`config.mk`:
```
export PLATFORM = sky130hd
export DESIGN_NAME = fifo_stream_adapter
export DESIGN_NICKNAME = d
export VERILOG_FILES = /design/src/rtl/fifo_stream_pkg.sv /design/src/rtl/stream_out_buf.sv /design/src/rtl/fifo_stream_adapter.sv
export SDC_FILE = /design/constraint.sdc
export NUM_CORES = 1
export LEC_CHECK = 0
export BUFFER_PORTS_ARGS = -buffer_cell sky130_fd_sc_hd__clkbuf_2
export CORE_MARGIN = 2
export CORE_UTILIZATION = 59
export CTS_BUF_LIST = sky130_fd_sc_hd__clkbuf_4
export DETAILED_ROUTE_END_ITERATION = 8
export PLACE_DENSITY = 0.86
export SLEW_MARGIN = 20
export SYNTH_ARGS = -nofsm -noshare
export SYNTH_HDL_FRONTEND = slang
export SYNTH_HIERARCHICAL = 1
export SYNTH_SLANG_ARGS = --single-unit
```
`constraint.sdc`:
```
create_clock -name clk_i -period 7.3 [get_ports clk_i]
set_clock_uncertainty 0.15 [all_clocks]
set_input_delay 0.365 -clock clk_i [delete_from_list [all_inputs] [get_ports clk_i]]
set_output_delay 0.365 -clock clk_i [all_outputs]
set_load 0.005 [all_outputs]
```
`src/rtl/fifo_stream_pkg.sv`:
```
// Shared types and constants for the FIFO-to-stream adapter and its output buffer.
package fifo_stream_pkg;

    typedef enum logic [1:0] {
        IDLE   = 2'd0,
        IN_PKT = 2'd1,
        PAD    = 2'd2
    } state_t;

    localparam int unsigned BUF_DEPTH = 3;
    localparam int unsigned OCC_W     = $clog2(BUF_DEPTH + 1);
    localparam int unsigned PKT_CNT_W = 16;

endpackage

```
`src/rtl/stream_out_buf.sv`:
```
// Registered BUF_DEPTH-entry shift buffer; entry 0 is always the head word.
module stream_out_buf
    import fifo_stream_pkg::*;
#(
    parameter int unsigned WIDTH = 32
) (
    input  logic             clk_i,
    input  logic             rst_i,
    input  logic             push,
    input  logic [WIDTH-1:0] push_data,
    input  logic             pop,
    output logic [WIDTH-1:0] head_data,
    output logic [OCC_W-1:0] occ
);

    logic [WIDTH-1:0] r_mem [BUF_DEPTH];
    logic [OCC_W-1:0] r_occ;
    logic             w_pop;
    logic [OCC_W-1:0] w_wr_idx;

    assign w_pop    = pop && (r_occ != '0);
    // A simultaneous pop shifts everything down, so the tail slot moves down by one.
    assign w_wr_idx = w_pop ? r_occ - OCC_W'(1) : r_occ;

    always_ff @(posedge clk_i) begin
        if (!rst_i) begin
            r_occ <= '0;
            for (int unsigned i = 0; i < BUF_DEPTH; i++) begin
                r_mem[i] <= '0;
            end
        end else begin
            if (w_pop) begin
                for (int unsigned i = 0; i < BUF_DEPTH - 1; i++) begin
                    r_mem[i] <= r_mem[i+1];
                end
            end
            if (push && (w_wr_idx < OCC_W'(BUF_DEPTH))) begin
                r_mem[w_wr_idx] <= push_data;
            end
            if (push && !w_pop) begin
                r_occ <= r_occ + OCC_W'(1);
            end else if (!push && w_pop) begin
                r_occ <= r_occ - OCC_W'(1);
            end
        end
    end

    assign head_data = r_mem[0];
    assign occ       = r_occ;

endmodule

```
`src/rtl/fifo_stream_adapter.sv`:
```
// Drains a synchronous FIFO into a valid/ready stream, marking last every PKT_LEN words.
// Define FIFO_STREAM_ADAPTER_PAD_FLUSH_EN to close stalled partial packets with PAD_WORD.
module fifo_stream_adapter
    import fifo_stream_pkg::*;
#(
    parameter int unsigned      WIDTH    = 32,
    parameter int unsigned      PKT_LEN  = 4,
    parameter int unsigned      TIMEOUT  = 8,
    parameter logic [WIDTH-1:0] PAD_WORD = 32'hDEAD_BEEF
) (
    input  logic                 clk_i,
    input  logic                 rst_i,
    output logic                 fifo_rd_en_o,
    input  logic                 fifo_empty_i,
    input  logic [WIDTH-1:0]     fifo_data_i,
    output logic                 m_valid_o,
    input  logic                 m_ready_i,
    output logic [WIDTH-1:0]     m_data_o,
    output logic                 m_last_o,
    output logic [PKT_CNT_W-1:0] pkt_cnt_o
);

`ifdef FIFO_STREAM_ADAPTER_PAD_FLUSH_EN
    localparam bit PAD_EN = 1'b1;
`else
    localparam bit PAD_EN = 1'b0;
`endif

    localparam int unsigned CNT_W = (PKT_LEN > 1) ? $clog2(PKT_LEN) : 1;
    localparam int unsigned TMR_W = $clog2(TIMEOUT + 1);

    state_t               r_state;
    logic                 r_inflight;
    logic [CNT_W-1:0]     r_word_cnt;
    logic [PKT_CNT_W-1:0] r_pkt_cnt;
    logic [TMR_W-1:0]     r_timer;

    logic [OCC_W-1:0]     w_occ;
    logic [WIDTH-1:0]     w_head;
    logic [OCC_W:0]       w_fill;
    logic                 w_rd_en;
    logic                 w_valid;
    logic                 w_xfer;
    logic                 w_last;
    logic                 w_idle;
    logic                 w_pad_go;

    stream_out_buf #(
        .WIDTH(WIDTH)
    ) u_buf (
        .clk_i    (clk_i),
        .rst_i    (rst_i),
        .push     (r_inflight),
        .push_data(fifo_data_i),
        .pop      (w_xfer && (r_state != PAD)),
        .head_data(w_head),
        .occ      (w_occ)
    );

    // In-flight reads count against buffer space so a stalled sink can never overflow it.
    assign w_fill   = {1'b0, w_occ} + {{OCC_W{1'b0}}, r_inflight};
    assign w_rd_en  = rst_i && !fifo_empty_i && (w_fill < (OCC_W+1)'(BUF_DEPTH)) && (r_state != PAD);
    assign w_valid  = (w_occ != '0) || (r_state == PAD);
    assign w_xfer   = w_valid && m_ready_i;
    assign w_last   = w_valid && ((r_state == PAD) || (r_word_cnt == CNT_W'(PKT_LEN - 1)));
    assign w_idle   = (r_state == IN_PKT) && (w_occ == '0) && !r_inflight && fifo_empty_i;
    assign w_pad_go = PAD_EN && w_idle && (r_timer == TMR_W'(TIMEOUT - 1));

    always_ff @(posedge clk_i) begin
        if (!rst_i) begin
            r_state    <= IDLE;
            r_inflight <= 1'b0;
            r_word_cnt <= '0;
            r_pkt_cnt  <= '0;
            r_timer    <= '0;
        end else begin
            r_inflight <= w_rd_en;
            r_timer    <= (PAD_EN && w_idle) ? r_timer + TMR_W'(1) : '0;
            if (w_xfer) begin
                if (w_last) begin
                    r_word_cnt <= '0;
                    r_pkt_cnt  <= r_pkt_cnt + PKT_CNT_W'(1);
                    r_state    <= IDLE;
                end else begin
                    r_word_cnt <= r_word_cnt + CNT_W'(1);
                    r_state    <= IN_PKT;
                end
            end else if (w_pad_go) begin
                r_state <= PAD;
            end
        end
    end

    assign fifo_rd_en_o = w_rd_en;
    assign m_valid_o    = w_valid;
    assign m_data_o     = (r_state == PAD) ? PAD_WORD : w_head;
    assign m_last_o     = w_last;
    assign pkt_cnt_o    = r_pkt_cnt;

endmodule

```
# After elaboration in Yosys (flattened, before gate mapping)
# Memories as Yosys holds them, arrays and structs flattened.
# Index checks and enable logic that the tools add are counted.
[totals]
ram_bits = 96
regBits = 23
out_inout_bits = 51
memories = 1
[mem_list]
columns = ["memory", "words", "width", "rd", "rd_clocked_by_memory_dff", "wr", "line_no", "text"]
rows = [
  ["u_buf.r_mem", 3, 32, 3, 0, 3, "stream_out_buf.sv:16", "logic [WIDTH-1:0] r_mem [BUF_DEPTH];"],
]
[classes]
bitwise = 2
magnitude_cmp = 2
n_reduce_logical = 19
n_eq_ne = 3
n_addsub = 5
mux = 18
[ops]
columns = ["cell", "count"]
rows = [
  ["two-way mux 32 bit", 4],
  ["OR reduction 32 bit", 1],
  ["adder 16 x 1 -> 16 bit (second input constant)", 1],
  ["logical AND 1 bit", 10],
  ["two-way mux 2 bit", 5],
  ["two-way mux 1 bit", 9],
  ["adder 2 x 1 -> 2 bit (second input constant)", 2],
  ["== test 2 bit (second input constant)", 2],
  ["nonzero test 2 bit", 2],
  ["adder 2 x 1 -> 3 bit", 1],
  ["zero test 1 bit", 3],
  ["less-than comparator 3 x 2 -> 1 bit (second input constant)", 1],
  ["logical OR 1 bit", 2],
  ["less-than comparator 2 bit (second input constant)", 1],
  ["!= test 2 bit (second input constant)", 1],
  ["OR 1 bit", 2],
  ["AND reduction 2 bit", 1],
  ["subtractor 2 x 1 -> 2 bit (second input constant)", 1],
]

# Depth between registers and ports, before layout
[depth]
word_depth = 13
ltp_mapped = 9

# Cells and area by module
# Netlist, hierarchy kept.
[modules_own_cells]
columns = ["mod", "cells_per_inst", "n_inst", "seq_area_each_um2", "area_each_um2"]
rows = [
  ["stream_out_buf", 363, 1, 2922.8, 4778.3],
  ["fifo_stream_adapter", 99, 1, 380.4, 907.1],
]

# Worst setup path after synthesis
# OpenSTA, ideal clock, no wires.
[synth_path]
kind = "register to register"
from = "register u_buf.r_occ[0] (netlist: u_buf/occ[0])"
to = "memory u_buf.r_mem[1][0], enable pin"
stages_incl_launch_ff = 4
slack_ns = 2.109
t_required_ns = 6.617
arrival_ns = 4.508
n_path_buf = 1
cell_sequence = "dfxtp_1 -> buf_6 -> inv_1 -> o311ai_0"
[synth_lines]
columns = ["item", "line_no", "text"]
rows = [
  ["from (decl)", "stream_out_buf.sv:17", "logic [OCC_W-1:0] r_occ;"],
  ["from (signal assigned)", "stream_out_buf.sv:41", "r_occ <= r_occ + OCC_W'(1);"],
  ["from (signal assigned)", "stream_out_buf.sv:43", "r_occ <= r_occ - OCC_W'(1);"],
  ["to (decl)", "stream_out_buf.sv:16", ""],
]

==> results.ini <==
[clock_tree]
cts_tree=done
cts.path.max_buffers=2
cts_made_buffers=17
ctsHtreeMaxLevel=4
ctsResizeCount=0
clock-sinks=117
worst_skew_pair.late_latency_ns=0.52
cts_setup_buffers=0
cts_root_buf=clkbuf_4
clk_pin_slew_ns=0.11

[routing]
wl_per_cell_microns=18.00
routed_wl_mm=11.95
vias_per_cell=6.300
drcViolationCount=0
ant_nets=0
dr.pass1.iters=5
dr_total_vias=4183
drt-initial-drc-count=414

[worst_setup_path]
critical_path_class=reg2reg
max_stage_delay_ns=0.76
path_cells=inv_1 -> ha_1 -> and4bb_2 -> a31oi_4 -> o21ai_4
crit_path_end_kind=flop
required_ns=7.29
start_kind=flop
cpMaxStageDelayCell=a31oi_4
critPathArrivalTime_ns=3.48
crit_fanout=33

[synth]
synth-simple-area-share=0.08011
synth_nets=504
synth_fa_ha_area_frac=0.01320
synth_xor_area_frac=0.01695
synth_ff_type=edfxtp_1
synth_edf_count=96
synth.area.mux_share=0.001761
ys_warn_count=6
syn_avg_cell_area_sq_um=12.31
yosysSeqAreaShare=0.5810
syn_inst=462
synth_top_family_by_area=compound AO/OA/AOI/OAI gates
synth-compound-area-share=0.2324
syn-cell-area_sq_um=5685
ys_types=45
synth-seq-cells=117
async_reset_ff_frac=0

[timing]
setup_viol=0
tightest_slew_ns=1.139
max_freq_mhz=287.0
timing.slew.headroom=0.2407
min_period_ns=3.485
fin_crit_sh=0.4774
rsz0062_at_grt=no
hold_viol=0
maxSlewViolCount=0
fin_setup_tns_ns=0

[placed_design]
dp_hpwl_mm=7.028
dpl-instance-area_sq_um=6080
portBuffers=86
gp_congestion=0.7392

[global_route]
grt_use_total=0.2371
overflow=0
antenna_found_initial=0
grt_max_degree=116
grt_first_pass_wirelength_mm=19.11
grt_pass1_vias=3906

[floorplan]
die_w_microns=102.2
start_util=0.6124
core-area_sq_um=9284
die_y_microns=102.2
row_count=35
ios=87
die_area_sq_um=10440

[hold_path]
min-delay-path-class=in2reg

[cells_and_area]
mostFrequentLayoutCells=edfxtp_1 (96), clkbuf_2 (86), o2111ai_1 (64), o31ai_1 (58), inv_1 (38)
finish.instance_area_sq_um=6424
final_common_cell=edfxtp_1
fin_nets=564
fillCellCount=674
n_antenna_cell=0
drive_above_1_share=0.2841
syn_to_final_growth_pct=12.98

[pwr]
power.leakage_nw=2.332
ir_drop_mv=0.1411
powerDensity_nw_per_um2=250.0

[run]
max-cap-violations=0

[run_status]
outcome=complete, no violations

## sequential cells by signal (all words and copies together) (netlist names)
name and cells:
u_buf/r_mem 96, pkt_cnt_o 16, r_inflight 1, r_word_cnt 2, u_buf/occ 2
## final timing paths
path              depth (start not counted)           from  slack (ns)                 end
setup / recovery                          5   u_buf/occ[0]        3.82  u_buf/r_mem[2][31]
hold / removal                            3      m_ready_i        0.04        pkt_cnt_o[1]
setup reg to reg                          5   u_buf/occ[0]        3.82  u_buf/r_mem[2][31]
hold reg to reg                           2  pkt_cnt_o[15]        0.34       pkt_cnt_o[15]
## synthesized netlist by cell type, drive strengths merged (2+ instances only)
| cell | n | area share |
|---|---|---|
| dfxtp | 21 | 0.074 |
| or3 | 2 | 0.0024 |
| and3 | 3 | 0.0037 |
| or4 | 5 | 0.0066 |
| or2 | 3 | 0.0033 |
| nand4 | 3 | 0.0033 |
| buf | 27 | 0.032 |
| xor2 | 7 | 0.011 |
| inv | 39 | 0.026 |
| a31oi | 3 | 0.011 |
| xnor2 | 4 | 0.0062 |
| o31ai | 69 | 0.10 |
| nor2 | 9 | 0.0059 |
| a21oi | 8 | 0.0070 |
| o21ai | 4 | 0.0035 |
| o311ai | 2 | 0.0031 |
| clkbuf | 24 | 0.016 |
| ha | 6 | 0.013 |
| o2111ai | 64 | 0.099 |
| edfxtp | 96 | 0.51 |
| and4bb | 2 | 0.0044 |
| nand3 | 7 | 0.0062 |
| nor3 | 33 | 0.029 |
| a2111oi | 2 | 0.0031 |
| nand2 | 8 | 0.0057 |
| and2 | 2 | 0.0022 |
## logic make-up (layout without fill, tap and decap cells)
family | Yosys count | in the layout
muxes | 1 | 1
xor gates and xnor gates | 11 | 11
adders and majority gates | 6 | 6
buffers and inverters | 91 | 164
AOI/OAI and AO/OA | 154 | 154
and+or+nand+nor | 82 | 82
DFF | 117 | 117
## worst max-delay path, delay by kind of cell (launching register included)
| kind | cells | cell delay [ns] |
|---|---|---|
| AO/OA/AOI/OAI | 2 | 1.21 |
| flip-flops | 1 | 0.68 |
| adder cells (fa/ha/maj) | 1 | 0.47 |
| AND/OR/NAND/NOR | 1 | 0.29 |
| buffers and inverters | 1 | 0.28 |
## metal layers
layer  share of wire  global-route usage  vias up  routed length [microns]
met5               0                   0        -                        0
met1            0.42              0.3102     2002                     5039
met3           0.066             0.05882       16                      783
met4           0.013             0.08205        0                      150
li1                -                   -     1989                        -
met2            0.50              0.3897      176                     5975
## what timing repair did
action                     CTS  global route
setup endpoints to repair    0             0
hold buffers                 1             0
hold endpoints to repair     1             0
## where the power goes
part,total (mW),switching [mW],internal (mW)
Sequential,0.817,0.0260,0.791
Combinational,0.257,0.191,0.0662
Clock,0.532,0.258,0.274
## through the flow
| stage | instances | util | total power [mW] | setup slack, ns | hold slack [ns] |
|---|---|---|---|---|---|
| floorplan | 462 | - | 1.021 | 2.109 | 0.2981 |
| global placement | 631 | 0.6546 | 1.071 | 4.118 | 0.3112 |
| detailed placement | 631 | 0.6549 | 1.087 | 3.913 | 0.3255 |
| CTS | 664 | 0.6916 | 1.609 | 3.886 | 0.02506 |
| global route | 664 | 0.6919 | 1.664 | 3.578 | 0.03288 |
| finish | 664 | 0.6919 | 1.606 | 3.815 | 0.03739 |
## area by class of cell
type / count / area (sq um) / area share
multi-input cells: 254 / 1999 / 0.3113
inverters: 40 / 150.1 / 0.02337
clock inverters: 15 / 203.9 / 0.03175
well taps: 129 / 161.4 / 0.02513
flip-flops and latches: 117 / 3303 / 0.5142
clock buffers: 17 / 127.6 / 0.01987
repair buffers: 92 / 478.0 / 0.07441
Power figures use the tool's default switching activity.
